## config.mk

```make
export PLATFORM = sky130hd
export DESIGN_NAME = pipe_stage_elastic
export DESIGN_NICKNAME = d
export VERILOG_FILES = /design/src/rtl/pipe_stage_elastic.sv
export SDC_FILE = /design/constraint.sdc
export NUM_CORES = 1
export LEC_CHECK = 0
export CAP_MARGIN = 10
export CELL_PAD_IN_SITES_DETAIL_PLACEMENT = 0
export CELL_PAD_IN_SITES_GLOBAL_PLACEMENT = 1
export CORE_UTILIZATION = 25
export DETAILED_ROUTE_END_ITERATION = 10
export GPL_TIMING_DRIVEN = 0
export HOLD_SLACK_MARGIN = 0.1
export PLACE_DENSITY_LB_ADDON = 0.1
export SYNTH_ARGS = -nofsm -noshare
export SYNTH_HDL_FRONTEND = slang
export SYNTH_SLANG_ARGS = --single-unit
```

## constraint.sdc

```tcl
create_clock -name clk -period 3.4 [get_ports clk]
set_clock_uncertainty 0.05 [all_clocks]
set_input_delay 0.51 -clock clk [delete_from_list [all_inputs] [get_ports clk]]
set_output_delay 0.51 -clock clk [all_outputs]
set_load 0.01 [all_outputs]
```

## src/rtl/pipe_stage_elastic.sv

```systemverilog
// pipe_stage_elastic: elastic valid/ready pipeline register with optional 2-entry skid, flush and stall counter
module pipe_stage_elastic #(
  parameter int CTRL_W  = 8,
  parameter int DATA_W  = 128,
  parameter int SKID_EN = 1,
  parameter int CNT_W   = 16
) (
  input  logic              clk,
  input  logic              rst,
  input  logic              flush,
  input  logic              in_valid,
  output logic              in_ready,
  input  logic [CTRL_W-1:0] in_ctrl,
  input  logic [DATA_W-1:0] in_data,
  output logic              out_valid,
  input  logic              out_ready,
  output logic [CTRL_W-1:0] out_ctrl,
  output logic [DATA_W-1:0] out_data,
  output logic [1:0]        occupancy,
  output logic [CNT_W-1:0]  stall_cnt
);
  logic              main_valid_q, main_valid_d, skid_valid_q, skid_valid_d;
  logic [CTRL_W-1:0] main_ctrl_q, main_ctrl_d, skid_ctrl_q, skid_ctrl_d;
  logic [DATA_W-1:0] main_data_q, main_data_d, skid_data_q, skid_data_d;
  logic              rdy_q, rdy_d;
  logic [CNT_W-1:0]  stall_cnt_q, stall_cnt_d;
  logic              accept, pop;
  always_comb begin
    out_valid    = main_valid_q;
    out_ctrl     = main_ctrl_q & {CTRL_W{main_valid_q}};
    out_data     = main_data_q;
    occupancy    = {1'b0, main_valid_q} + {1'b0, skid_valid_q};
    stall_cnt    = stall_cnt_q;
    pop          = main_valid_q & out_ready;
    in_ready     = (SKID_EN != 0) ? rdy_q : rdy_q & (!main_valid_q | out_ready);
    accept       = in_valid & in_ready;
    main_valid_d = main_valid_q;
    skid_valid_d = skid_valid_q;
    main_ctrl_d  = main_ctrl_q;
    skid_ctrl_d  = skid_ctrl_q;
    main_data_d  = main_data_q;
    skid_data_d  = skid_data_q;
    if (SKID_EN != 0) begin
      if (!main_valid_q || pop) begin
        if (skid_valid_q) begin
          main_ctrl_d  = skid_ctrl_q;
          main_data_d  = skid_data_q;
          skid_valid_d = 1'b0;
        end else begin
          main_valid_d = accept;
          main_ctrl_d  = accept ? in_ctrl : main_ctrl_q;
          main_data_d  = accept ? in_data : main_data_q;
        end
      end else if (accept) begin
        skid_valid_d = 1'b1;
        skid_ctrl_d  = in_ctrl;
        skid_data_d  = in_data;
      end
    end else begin
      main_valid_d = accept | (main_valid_q & !pop);
      main_ctrl_d  = accept ? in_ctrl : main_ctrl_q;
      main_data_d  = accept ? in_data : main_data_q;
    end
    // flush squashes entries and control but leaves data payloads in place
    if (flush) begin
      main_valid_d = 1'b0;
      skid_valid_d = 1'b0;
      main_ctrl_d  = '0;
      skid_ctrl_d  = '0;
      main_data_d  = main_data_q;
      skid_data_d  = skid_data_q;
    end
    rdy_d       = (SKID_EN != 0) ? !skid_valid_d : 1'b1;
    stall_cnt_d = (main_valid_q && !out_ready && stall_cnt_q != {CNT_W{1'b1}}) ? stall_cnt_q + 1'b1 : stall_cnt_q;
  end
  always_ff @(posedge clk or negedge rst) begin
    if (!rst) begin
      main_valid_q <= 1'b0;
      skid_valid_q <= 1'b0;
      main_ctrl_q  <= '0;
      skid_ctrl_q  <= '0;
      main_data_q  <= '0;
      skid_data_q  <= '0;
      rdy_q        <= 1'b0;
      stall_cnt_q  <= '0;
    end else begin
      main_valid_q <= main_valid_d;
      skid_valid_q <= skid_valid_d;
      main_ctrl_q  <= main_ctrl_d;
      skid_ctrl_q  <= skid_ctrl_d;
      main_data_q  <= main_data_d;
      skid_data_q  <= skid_data_d;
      rdy_q        <= rdy_d;
      stall_cnt_q  <= stall_cnt_d;
    end
  end
endmodule
```

==> flow_summary_export.csv, run 1 <==
group,metric,value,unit
outcome,status,"finished, final reports clean",
timing,drv_slew,0,
cts,cts_max_level,2,
timing,relSlewSlack,28.26,%
final_layout,final_cells,2228,
pwr,leakage,7.576,nW
synthesis,synth_edf_count,0,
job,cap_violations,0,
route,wl_met3,2659,um
cts,postCtsSetupBuffers,0,
synthesis,synth_top_area_share,59.41,%
synthesis,ys_seq_area_share,59.41,%
global_routing,antenna_found_initial,6,
final_layout,syn2layout_area_growth,40.77,%
final_layout,layout.nets,1731,
min_path,hp-class,"register to register",
floorplanning,die_x,223.4,um
timing,min_period_over_period,73.61,%
floorplanning,start_util,25.51,%
synthesis,synth-warning-count,0,
cts,cts_tree,"done",
timing,rsz0062_at_grt,"false",
floorplanning,core-area,0.04805,mm2
floorplanning,io_pins,297,
timing,finalSetupTns,0,ns
worst_setup_path,arrival,2.93,ns
synthesis,synth.net_count,1393,
cts,clock_path_buffers,3,
global_routing,grt_overflow,0,
synthesis,synth.distinct_cells,36,
synthesis,async_flop_share,100.0,%
final_layout,drive_gt1_share,6.076,%
worst_setup_path,cp.required,3.83,ns
synthesis,synth_ff_type,"dfrtp_1",
worst_setup_path,cp-end-kind,"register",
cts,cts_buffers,37,
synthesis,synth_cells,1250,
place,gp_congestion,0.7254,
route,wirelength,39660,um
worst_setup_path,start_kind,"primary input",
synthesis,synth_area_leaders,"dfrtp_1 59%, nand2_1 12%, mux2i_1 11%",
cts,clkTransAtPathRegs,0.05,ns
synthesis,yosysTopAreaCell,"dfrtp_1",
route,ant_nets,0,
cts,worstSkewPairLatency,0.55,ns
timing,hold_viol_final,0,
timing,fin_ws,0.8972,ns
global_routing,gr-usage-all-layers,16.04,%
route,initialDrtViolationCount,542,
pwr,irDropWorstVdd,332.0,uV
global_routing,grt_pass1_wl,61330,um
floorplanning,core.rowCount,80,
synthesis,synth.avg_cell_area,9.806,um2
place,place_inst,2163,
route,dr_wl_met2,17930,um
cts,root_buffer,"clkbuf_16",
final_layout,diodes,0,
route,vias,9787,
synthesis,synth_seq_cells,291,
timing,min_period,2.503,ns
worst_setup_path,crit_type,"primary input to register",
timing,fmax,0.3996,GHz
global_routing,grt_max_degree,110,
place,hpwl,26690,um
route,drc_errors,0,
pwr,p_per_area,599.6,mW/mm2
synthesis,synth_area,0.01226,mm2
pwr,power,10.35,mW
global_routing,grt_pass1_vias,10075,
route,wire_per_inst,17.80,um
place,port_buffers,296,
route,top_layer,"met5",
floorplanning,die_height,223.4,um
timing,worst_pin_slew,1.076,ns
cts,clock_sinks,291,
route,vias_per_cell,4.393,
place,post-place-ws,0.1437,ns
route,drt-met1-wl,18270,um
worst_setup_path,path_max_fanout,10,
timing,setup_violations,0,
route,firstDrtPassIters,5,
floorplanning,fp.dieArea,0.04992,mm2
[metal layers]
layer | track usage (%) | vias to the layer above
met3 | 4.899 | 59
met2 | 24.83 | 223
met1 | 21.49 | 4721
met4 | 4.618 | 12
met5 | 0 | -
li1 | - | 4772
[critical path: stages]
cell and delay [ns]:
clkdlybuf4s50_1 0.52, nand2b_1 0.21, or3_1 0.17, clkbuf_1 0.81, clkbuf_1 0.51, nand2_1 0.11
nand2_1 0.08
[what timing repair did]
item / CTS / global route
gates resized for setup: 0 / 0
hold endpoints to repair: 73 / 0
hold buffers: 1 / 0
[through the flow]
step	instance area, um2	hold slack, ns	util, %
final	17260	0.4214	35.91
after global routing	17260	0.4407	35.91
after CTS	17260	0.4266	35.91
after detailed placement	16050	0.4121	33.41
after global placement	15990	0.4063	33.28
after floorplan	12260	0.1644	-
[logic make-up (layout without fill, tap and decap cells)]
logic type      Yosys count  after routing  synth area share (%)
fa+ha+maj                 2              2                0.2041
mux                     142            142                 11.66
flops                   291            291                 59.41
simple gates            574            574                 18.64
xor+xnor                  8              8                0.5716
buf+inv                  79            442                 2.756
compound gates          154            154                 6.767
[cells in the mapped netlist, types with 2 or more instances]
cell type and count:
nand3_1 2, mux2_1 6, nor3_1 4, nor2_1 145, and2_1 8, a22o_1 8, a31oi_1 2, clkbuf_1 39
buf_2 30, dfrtp_1 291, xor2_1 8, nor4b_1 2, o21ai_0 3, a21oi_1 131, inv_1 3, buf_1 6
or3_1 3, nand2b_1 3, mux2i_1 136, ha_1 2, a211oi_1 8, nand2_1 393, nand4_1 4
[power by group]
group	leakage, nW	switching [mW]	internal (mW)	total, mW
combinational	3.48	0.931	1.02	1.95
clock	0.601	1.57	2.32	3.89
sequential	3.50	0.388	4.12	4.51
[layout by cell type (no fill, tap or decap), drive strengths merged]
master         synthesis  layout
nand2                393     393
clkdlybuf4s50          0     295
dfrtp                291     291
nor2                 145     145
mux2i                136     136
a21oi                131     131
clkbuf                39      95
buf                   37      40
and2                   8       8
a211oi                 8       8
xor2                   8       8
a22o                   8       8
mux2                   6       6
clkinv                 0       6
nor3                   5       5
nand4                  5       5
inv                    3       5
nand2b                 3       3
or3                    3       3
o21ai                  3       3
nand3                  2       2
nor4b                  2       2
a31oi                  2       2
ha                     2       2
nor4                   2       2
and2b                  1       1
nand4b                 1       1
or4                    1       1
and4                   1       1
o211ai                 1       1
o221ai                 1       1
nor3b                  1       1
and3b                  1       1
dlygate4sd3            0       1
[registers in the layout, summed over array words and instances, names as in the netlist]
register,flops
main_ctrl_q,8
skid_data_q,128
skid_valid_q,1
stall_cnt,16
out_data,128
in_ready,1
out_valid,1
skid_ctrl_q,8
[worst paths after layout]
path | startpoint | to | slack (ns) | cells after the start
max | out_ready | skid_data_q[101] | 0.90 | 7
min | skid_data_q[81] | skid_data_q[81] | 0.42 | 2
max reg2reg | out_valid | skid_data_q[101] | 1.00 | 6
min reg2reg | skid_data_q[81] | skid_data_q[81] | 0.42 | 2
max in group asynchronous | rst | out_data[29] | 1.74 | 3
min in group asynchronous | rst | stall_cnt[14] | 0.51 | 2
[area by class of cell]
type / count / area (um2)
fill: 4934 / 30790
sequential: 291 / 7282
multi-input combinational: 880 / 4638
timing repair buffer: 299 / 3033
clock buffer: 56 / 1147
tap: 615 / 769.5
buffer: 76 / 326.6
clock inverter: 8 / 47.55
inverter: 3 / 11.26
No activity file was read; power rests on OpenSTA's default activity.
==> inputs of run 2 (changes only) <==
- clock period: 3.4 -> 2.2 ns (I/O delays scaled with it)
==> flow_summary_export.csv, run 2 (same netlist as run 1, synthesis figures left out) <==
group,metric,value,unit
worst_setup_path,critPathMaxStageDelay,0.53,ns
floorplanning,die_height,223.4,um
place,post-place-ws,-0.8763,ns
timing,timing.hold.ws,0.2861,ns
pwr,seq_power_share,43.6,%
pwr,p_switching,4.472,mW
route,vias_per_cell,4.382,
route,wirelength,39670,um
cts,cts_tree,"done",
worst_setup_path,ff2ff_setup_slack,0.13,ns
worst_setup_path,start_kind,"register",
worst_setup_path,reg2reg_from,"stall_cnt[0]",
pwr,leakage,7.689,nW
worst_setup_path,cp_slowest_cell,"clkdlybuf4s50_1",
worst_setup_path,cp-end-kind,"primary output",
final_layout,post-route-cell-area,0.01730,mm2
worst_setup_path,path_max_fanout,9,
floorplanning,core.rowCount,80,
worst_setup_path,cp.required,1.82,ns
timing,fin_ws,0.1064,ns
final_layout,syn2layout_area_growth,41.10,%
cts,worstSkewPairLatency,0.55,ns
timing,relSlewSlack,34.45,%
timing,rsz0062_at_grt,"false",
cts,cts_max_level,2,
place,port_buffers,296,
timing,min_period_over_period,95.16,%
final_layout,mostFrequentLayoutCell,"nand2_1",
min_path,hp-class,"primary input to register",
floorplanning,io_pins,297,
worst_setup_path,r2r-end,"stall_cnt[14]",
pwr,power,16.00,mW
floorplanning,die_x,223.4,um
final_layout,drive_gt1_share,7.683,%
route,drc_errors,0,
floorplanning,core-area,0.04805,mm2
worst_setup_path,worstSetupStartpoint,"out_valid",
cts,root_buffer,"clkbuf_16",
global_routing,grt_pass1_wl,61380,um
final_layout,layout_common_cells,"393 x nand2_1, 290 x dfrtp_1, 287 x clkdlybuf4s50_1",
place,place_inst,2163,
timing,setup_violations,0,
worst_setup_path,arrival,1.71,ns
floorplanning,start_util,25.51,%
timing,min_period,2.094,ns
global_routing,grt_max_degree,110,
place,hpwl,26690,um
route,vias,9767,
cts,cts_buffers,37,
worst_setup_path,critical_path.top_delay_family,"buffers and inverters",
final_layout,final_cells,2229,
timing,fmax,0.4776,GHz
timing,finalSetupTns,0,ns
floorplanning,fp.dieArea,0.04992,mm2
pwr,clkPwrFrac,37.6,%
outcome,status,"finished, final reports clean",
final_layout,diodes,0,
global_routing,grt_overflow,0,
final_layout,final_util,36.00,%
route,wire_per_inst,17.80,um
timing,hold_viol_final,0,
worst_setup_path,path_cells,"buf_6 > and2_1 > clkdlybuf4s50_1",
global_routing,antenna_found_initial,6,
worst_setup_path,crit_buf_inv,2,
global_routing,grt_pass1_vias,10089,
route,initialDrtViolationCount,537,
worst_setup_path,r2r.worst_path.cells,5,
timing,drv_slew,0,
final_layout,nFillCells,4936,
pwr,internal-power,11.53,mW
final_layout,layout.nets,1732,
cts,clock_sinks,291,
worst_setup_path,crit_type,"register to primary output",
route,firstDrtPassIters,4,
timing,worst_pin_slew,0.9833,ns
worst_setup_path,cp-endpoint,"out_ctrl[4]",
worst_setup_path,worst-path-stages,3,
place,post_dp_cell_area,0.01605,mm2
global_routing,gr-usage-all-layers,16.06,%
route,ant_nets,0,
pwr,p_per_area,925.1,mW/mm2
pwr,switching_share,27.95,%
place,gp_congestion,0.7254,
pwr,irDropWorstVdd,512.4,uV
cts,clkTransAtPathRegs,0.06,ns
cts,clock_path_buffers,3,
job,cap_violations,0,
pwr,power_frac_comb,18.9,%
==> run 2: changes by cell type in the layout (fill, tap and decap cells not counted), moves of 4 or more <==
| cell | before | now |
|---|---|---|
| clkbuf_2 | 0 | 18 |
| clkdlybuf4s50_1 | 295 | 287 |
| buf_1 | 6 | 2 |
| clkbuf_1 | 43 | 25 |
| dlygate4sd2_1 | 0 | 8 |
==> run 2: worst min path at each step <==
stage / from / endpoint / slack, ns / depth (start not counted)
final: in_data[109] / skid_data_q[109] / 0.29 / 3
after CTS: in_data[107] / skid_data_q[107] / 0.25 / 3
after floorplan: rst / in_ready / -0.02 / 0
after global placement: skid_data_q[53] / skid_data_q[53] / 0.41 / 2
after detailed placement: rst / stall_cnt[14] / 0.32 / 1
after global routing: in_data[104] / skid_data_q[104] / 0.29 / 3
==> run 2: what timing repair did <==
item	CTS	global route
resized for setup	25	19
endpoints found under the hold margin	73	0
hold buffers	1	0
setup endpoints to repair	235	78
setup buffers	1	0
==> run 2: layout make-up <==
cell class                 count  area (um2)  share of cell area (%)
buffer                        76       362.8                   2.098
clock buffer                  56        1147                   6.633
clock inverter                 8       47.55                  0.2749
inverter                       3       11.26                 0.06510
multi-input combinational    880        4644                   26.85
sequential                   291        7283                   42.11
tap                          615       769.5                   4.449
timing repair buffer         300        3030                   17.52
==> run 2: metal layers <==
metal	up-vias	track usage [%]	share of wire, %
met5	-	0	0.21
li1	4778	-	-
met2	212	24.89	45
met3	58	4.899	6.7
met1	4707	21.50	46
met4	12	4.618	1.8
==> run 2: power by group through the flow <==
stage	Sequential, mW	Combinational [mW]	Clock (mW)
floorplan	7.15	1.11	0
CTS	6.98	3.08	6.26
finish	6.97	3.02	6.01
global route	7.11	3.35	6.46
global placement	7.07	3.02	0
detailed placement	7.07	3.06	0
==> run 2: worst min-delay path: stages <==
cell and delay, ns:
clkdlybuf4s50_1 0.41, nand2_1 0.06, nand2_1 0.04
==> inputs of run 3 (changes only) <==
- HOLD_SLACK_MARGIN: 0.1 -> 0.12
==> results of run 3 <==
The final DEF is identical to that of run 2; final timing and power are the same.
